$ cat config.mk
export PLATFORM = sky130hd
export DESIGN_NAME = jt053260_dacser_flat
export DESIGN_NICKNAME = d
export VERILOG_FILES = /design/src/rtl/jt053260_pkg.sv /design/src/rtl/jt053260_dacser_if.sv /design/src/rtl/jt053260_dacfloat.sv /design/src/rtl/jt053260_dacser.sv /design/src/flat_wrapper.sv
export SDC_FILE = /design/constraint.sdc
export NUM_CORES = 1
export LEC_CHECK = 0
export BUFFER_PORTS_ARGS = -buffer_cell sky130_fd_sc_hd__buf_2
export CAP_MARGIN = 10
export CORE_UTILIZATION = 60
export CTS_CLUSTER_DIAMETER = 120
export DETAILED_ROUTE_END_ITERATION = 12
export PLACE_DENSITY = 0.78
export SLEW_MARGIN = 40
export SYNTH_ARGS = -nofsm -noshare
export SYNTH_HDL_FRONTEND = slang
export SYNTH_HIERARCHICAL = 1
export SYNTH_SLANG_ARGS = --single-unit
$ cat constraint.sdc
create_clock -name clk -period 4.5 [get_ports clk]
set_input_delay 0.45 -clock clk [delete_from_list [all_inputs] [get_ports clk]]
set_output_delay 0.45 -clock clk [all_outputs]
set_load 0.03 [all_outputs]
$ cat src/rtl/jt053260_pkg.sv
// ============================================================================
// jt053260_pkg : frame constants and word packing shared by the 053260 DAC serialiser
// Rev 1.0
// ============================================================================
`default_nettype none

package jt053260_pkg;

  localparam int FRAME_LEN = 64;
  localparam int WORD_LEN  = 16;
  localparam int CNT_W     = $clog2(FRAME_LEN);
  localparam int BIT_W     = CNT_W - 1;
  localparam int SH1_BIT   = WORD_LEN - 1;
  localparam int SH2_BIT   = 2 * WORD_LEN - 1;
  localparam int E_W       = 3;
  localparam int M_W       = 10;
  localparam int MAX_SHIFT = 6;

  // YM3012 word: exponent on top, offset-binary mantissa, three zero pad bits
  function automatic logic [WORD_LEN-1:0] pack_word(input logic [E_W-1:0] e,
                                                    input logic [M_W-1:0] m);
    return {e, m, 3'b000};
  endfunction

endpackage

`default_nettype wire

$ cat src/rtl/jt053260_dacser_if.sv
// ============================================================================
// jt053260_dacser_if : mixer-side inputs and YM3012-side serial outputs
// Rev 1.0
// ============================================================================
`default_nettype none

interface jt053260_dacser_if;

  logic signed [15:0] snd_l;
  logic signed [15:0] snd_r;
  logic               sample;
  logic               so;
  logic               sy;
  logic               sh1;
  logic               sh2;

  modport master (
    input  snd_l, snd_r,
    output sample, so, sy, sh1, sh2
  );

  modport slave (
    output snd_l, snd_r,
    input  sample, so, sy, sh1, sh2
  );

endinterface

`default_nettype wire

$ cat src/rtl/jt053260_dacfloat.sv
// ============================================================================
// jt053260_dacfloat : combinational 16-bit linear to YM3012 3.10 float encoder
// Rev 1.0
// ============================================================================
`default_nettype none

module jt053260_dacfloat
  import jt053260_pkg::*;
(
  input  logic signed [15:0] x,
  output logic [E_W-1:0]     e,
  output logic [M_W-1:0]     m
);

  logic signed [15:0] sh;

  // Scan from the coarsest shift down so the last fit found is the smallest exponent
  always_comb begin
    e  = E_W'(MAX_SHIFT + 1);
    m  = '0;
    sh = x;
    for (int k = MAX_SHIFT; k >= 0; k--) begin
      sh = x >>> k;
      if (sh[15:9] == {7{sh[9]}}) begin
        e = E_W'(k + 1);
        m = {~sh[9], sh[8:0]};
      end
    end
  end

endmodule

`default_nettype wire

$ cat src/rtl/jt053260_dacser.sv
// ============================================================================
// jt053260_dacser : 64-tick frame serialiser feeding a YM3012 DAC from the 053260 mixer
// Rev 1.0
// ============================================================================
`default_nettype none

module jt053260_dacser
  import jt053260_pkg::*;
(
  input  logic              clk,
  input  logic              rst_n,
  input  logic              cen,
  jt053260_dacser_if.master bus
);

  logic [CNT_W-1:0]    cnt;
  logic [CNT_W-1:0]    cnt_nxt;
  logic [BIT_W-1:0]    bit_nxt;
  logic [WORD_LEN-1:0] wl;
  logic [WORD_LEN-1:0] wr;
  logic [WORD_LEN-1:0] enc_l;
  logic [WORD_LEN-1:0] enc_r;
  logic [WORD_LEN-1:0] wl_src;
  logic [WORD_LEN-1:0] wr_src;
  logic [E_W-1:0]      e_l;
  logic [E_W-1:0]      e_r;
  logic [M_W-1:0]      m_l;
  logic [M_W-1:0]      m_r;
  logic                wrap;
  logic                so_nxt;

  jt053260_dacfloat u_float_l (.x(bus.snd_l), .e(e_l), .m(m_l));
  jt053260_dacfloat u_float_r (.x(bus.snd_r), .e(e_r), .m(m_r));

  assign enc_l      = pack_word(e_l, m_l);
  assign enc_r      = pack_word(e_r, m_r);
  assign cnt_nxt    = cnt + 1'b1;
  assign bit_nxt    = cnt_nxt[CNT_W-1:1];
  assign wrap       = (cnt == CNT_W'(FRAME_LEN - 1));
  assign bus.sample = cen & wrap;

  // Bit 0 of a new frame leaves on the capture tick, so it must come from the fresh word
  assign wl_src = wrap ? enc_l : wl;
  assign wr_src = wrap ? enc_r : wr;
  assign so_nxt = bit_nxt[BIT_W-1] ? wr_src[bit_nxt[BIT_W-2:0]]
                                   : wl_src[bit_nxt[BIT_W-2:0]];

  always_ff @(posedge clk or negedge rst_n) begin
    if (!rst_n) begin
      cnt     <= '0;
      wl      <= '0;
      wr      <= '0;
      bus.so  <= 1'b0;
      bus.sy  <= 1'b0;
      bus.sh1 <= 1'b0;
      bus.sh2 <= 1'b0;
    end else if (cen) begin
      cnt     <= cnt_nxt;
      bus.sy  <= cnt_nxt[0];
      bus.sh1 <= (bit_nxt == BIT_W'(SH1_BIT));
      bus.sh2 <= (bit_nxt == BIT_W'(SH2_BIT));
      if (wrap) begin
        wl <= enc_l;
        wr <= enc_r;
      end
      if (!cnt_nxt[0]) begin
        bus.so <= so_nxt;
      end
    end
  end

endmodule

`default_nettype wire

$ cat src/flat_wrapper.sv
// flat-port wrapper written by rule: the top's interface ports become plain ports
module jt053260_dacser_flat import jt053260_pkg::*;
  (clk, rst_n, cen, bus_snd_l, bus_snd_r, bus_sample, bus_so, bus_sy, bus_sh1, bus_sh2);
  jt053260_dacser_if bus_i ();
  input  logic clk;
  input  logic rst_n;
  input  logic cen;
  input wire logic [$bits(bus_i.snd_l)-1:0] bus_snd_l;
  input wire logic [$bits(bus_i.snd_r)-1:0] bus_snd_r;
  output wire logic [$bits(bus_i.sample)-1:0] bus_sample;
  output wire logic [$bits(bus_i.so)-1:0] bus_so;
  output wire logic [$bits(bus_i.sy)-1:0] bus_sy;
  output wire logic [$bits(bus_i.sh1)-1:0] bus_sh1;
  output wire logic [$bits(bus_i.sh2)-1:0] bus_sh2;
  assign bus_i.snd_l = bus_snd_l;
  assign bus_i.snd_r = bus_snd_r;
  assign bus_sample = bus_i.sample;
  assign bus_so = bus_i.so;
  assign bus_sy = bus_i.sy;
  assign bus_sh1 = bus_i.sh1;
  assign bus_sh2 = bus_i.sh2;
  jt053260_dacser u_core (.clk(clk), .rst_n(rst_n), .cen(cen), .bus(bus_i));
endmodule
==> results.py <==
metrics = {
    "synthesis": {
        "yosys.cell_types.count": 62,
        "ys_warn_count": 6,
        "synth_top_family_by_area": "compound AO/OA/AOI/OAI gates",
        "post_synth_xor_area_fraction_pct": 2.65,
        "netlist_area_before_placement_sq_um": 4300,
        "synthSimpleGateAreaFrac_pct": 24.6,
        "synth_seq_area_share_pct": 23.9,
        "synthAdderAreaFrac_pct": 1.46,
        "main_flop_type_after_synthesis": "sky130_fd_sc_hd__dfrtp_1",
        "synth-async-reset-ratio_pct": 100,
        "synth_compound_gate_area_share_pct": 27.5,
        "yosys_register_bits": 41,
        "synth.net_count": 576,
        "synth_area_per_cell_sq_um": 8.01,
        "synth_mux_area_share_pct": 10.1,
        "syn-instance-count": 536,
        "synth_enable_flop_cells": 0,
    },
    "clock_tree": {
        "cts_root_buffer": "sky130_fd_sc_hd__clkbuf_8",
        "clkLatencyLatePin_ps": 300,
        "clk_transition_reported_paths_ps": 80,
        "clock_path_buffers": 2,
        "cts_hold_buffers": 0,
        "post_cts.resized_instances": 0,
        "numCtsBuffers": 5,
        "clock_tree.htree_level_count": 2,
        "cts.repair_timing.setup_buffer_count": 0,
        "cts.sink_count": 41,
        "tritoncts": "built",
    },
    "routing": {
        "detailroute.via_count": 4369,
        "finalWirelength_um": 11200,
        "drc_errors": 0,
        "drtIter0Drc": 421,
        "ant_nets": 0,
        "post_drt_via_cell_ratio": 6.97,
        "wl_per_cell_um": 17.8,
        "dr.pass1.iters": 5,
    },
    "placed_design": {
        "placed_cells_incl_taps": 619,
        "port_buffers": 39,
        "hpwlAfterDp_um": 7850,
        "finalWeightedCongestion": 1.02,
    },
    "setup_path": {
        "r2r.worst_path.cells": 7,
        "r2r_end": "u_core/bus.so",
        "endpoint_kind": "output port",
        "worstSetupStartpointType": "register",
        "worstPathArrival_ps": 2720,
        "crit_required_ps": 4050,
        "setup_slack_of_the_worst_register_to_register_path_ps": 1600,
        "critPathMaxFanout": 34,
        "cp-startpoint": "u_core/cnt[0]",
        "r2r_start": "u_core/cnt[0]",
        "timing.setup.critical_path_class": "register to output port",
    },
    "outcome": {
        "outcome": "finished clean",
    },
    "floorplanning": {
        "die_width_um": 86.6,
        "top_level_ports": 40,
        "die-area_sq_um": 7500,
        "dieHeight_um": 86.6,
        "std_cell_rows": 30,
        "core_area_sq_um": 6870,
        "initial_utilization_pct": 62.5,
    },
    "sta": {
        "highest_achievable_clock_rate_mhz": 316,
        "timing.final.hold_violations": 0,
        "max_slew.worst_pin.slew_ps": 788,
        "final_max_slew_viol_count": 0,
        "final_min_period_over_clock_period_pct": 70.4,
        "slew-limit-headroom_pct": 47.5,
        "unrepaired_setup_endpoints_after_global_routing": "false",
        "fin_worst_skew_ps": 11.1,
        "period_needed_ps": 3170,
        "setup-tns-final_ps": 0,
        "setup-violations-final": 0,
    },
    "job": {
        "drv.max_cap_violation_count": 0,
    },
    "finish": {
        "layout-drive-gt1-share_pct": 16.4,
        "seqCellArea_sq_um": 1030,
        "layout.nets": 570,
        "filler_cell_count": 611,
        "antennaDiodeCount": 0,
        "final_cells": 627,
        "layout-area-overhead-vs-synth_pct": 3.70,
        "finalCoreUtilization_pct": 64.8,
        "multi_input_gate_area_sq_um": 2850,
    },
    "grt": {
        "grt_start_max_net_pins": 42,
        "antenna_violations_before_repair": 0,
        "number_of_global_route_vias_before_repair": 3802,
        "global_route_wire_length_before_repair_um": 18400,
        "combined_global_route_utilization_of_all_metal_layers_pct": 30.0,
        "overflow": 0,
    },
    "power_and_ir_drop": {
        "power-per-cell-area_nw_per_um2": 371,
        "total_leakage_power_uw": 0.00180,
        "power.ir.vdd_worst_mv": 0.226,
    },
    "min_path": {
        "worstHoldPathType": "primary input to asynchronous set/reset pin",
    },
}
-- area by class of cell --
| cell class | count | share of cell area [%] |
|---|---|---|
| Clock buffer | 7 | 1.94 |
| Multi-Input combinational cell | 409 | 63.9 |
| Clock inverter | 1 | 0.674 |
| Inverter | 29 | 2.44 |
| Sequential cell | 41 | 23.0 |
| Timing Repair Buffer | 44 | 5.28 |
| Tap cell | 96 | 2.70 |
-- where the power goes --
part | total [uW] | leakage (uW) | switching, uW | internal, uW
clock network | 304 | 0.0000585 | 123 | 181
registers | 523 | 0.000559 | 90.0 | 433
logic | 824 | 0.00118 | 506 | 318
-- per-stage QoR --
| stage | hold slack (ps) | setup WS (ps) | power (uW) | instance area [sq um] |
|---|---|---|---|---|
| after detailed placement | 457 | 1140 | 1330 | 4340 |
| after floorplan | 154 | 1210 | 1160 | 4300 |
| after CTS | 138 | 1350 | 1630 | 4450 |
| after global placement | 453 | 1190 | 1310 | 4340 |
| after global routing | 152 | 1160 | 1750 | 4450 |
| final | 110 | 1330 | 1650 | 4450 |
-- flip-flops by register name, summed over array words and instances (netlist names) --
signal          flops
u_core/bus.so       1
u_core/wl          16
u_core/cnt          6
u_core/bus.sh1      1
u_core/wr          16
u_core/bus.sh2      1
-- Yosys cell counts, drive strengths merged (3+ instances only) --
library cell,count,share of area [%]
a32oi,20,4.1
a211oi,5,0.87
o2111ai,11,2.2
a31oi,16,2.3
o31ai,3,0.52
dfrtp,41,24
ha,5,1.5
nor4,6,0.87
nor3,11,1.3
nand2,62,5.4
xnor2,7,1.4
a311oi,16,3.3
o221ai,3,0.61
mux2,22,5.8
o21ai,14,2.2
and2,10,1.5
mux4,3,1.7
nand3,31,3.8
and3,5,0.73
buf,29,4.8
a221o,3,0.70
xor2,6,1.2
mux2i,11,2.6
o221a,4,1.0
or3,5,0.96
nor2,21,2.0
o211ai,17,3.0
o22ai,6,0.87
inv,29,2.5
or4,14,2.4
clkbuf,28,2.4
or2,4,0.58
nand4,17,2.5
a21oi,21,2.4
nand4b,6,1.2
-- logic make-up after synthesis --
group / after synthesis
AOI/OAI and AO/OA: 156
xor gates and xnor gates: 13
adders and majority gates: 5
buffers and inverters: 86
DFF: 41
muxes: 36
and+or+nand+nor: 199
-- critical path, stage by stage (launching register included) --
cell                      delay (ps)
sky130_fd_sc_hd__dfrtp_1         480
sky130_fd_sc_hd__ha_1            510
sky130_fd_sc_hd__nand2_1         280
sky130_fd_sc_hd__nor2_4          320
sky130_fd_sc_hd__nand2_1          80
sky130_fd_sc_hd__buf_4           250
sky130_fd_sc_hd__inv_1           230
sky130_fd_sc_hd__buf_2           240
-- cell usage in the layout, fill, tap and decap left out, drive strengths merged, types with 7 or more instances in the layout --
master and n:
a32oi 20, xnor2 7, clkbuf 7, nand3 31, o2111ai 11, inv 29, buf 44, mux2i 11
nand4 17, dfrtp 41, o21ai 14, or4 14, nor2 21, a21oi 21, nor3 11, and2 10
o211ai 17, a31oi 16, mux2 22, a311oi 16, nand2 62
-- how the worst max path moves through the flow --
stage          slack, ps  cells after the start            end
2_1_floorplan       1210                     15  u_core/bus.so
3_3_place_gp        1190                     13  u_core/bus.so
3_5_place_dp        1140                     13  u_core/bus.so
4_1_cts             1350                      7     bus_sample
5_1_grt             1160                      7     bus_sample
6_report            1330                      7     bus_sample
-- per-layer routing --
layer,global-route usage [%],wire length [um]
met5,0,0
met4,5.76,107
met1,43.6,5000
met3,5.14,896
met2,47.1,5170
Power figures use the tool's default switching activity.
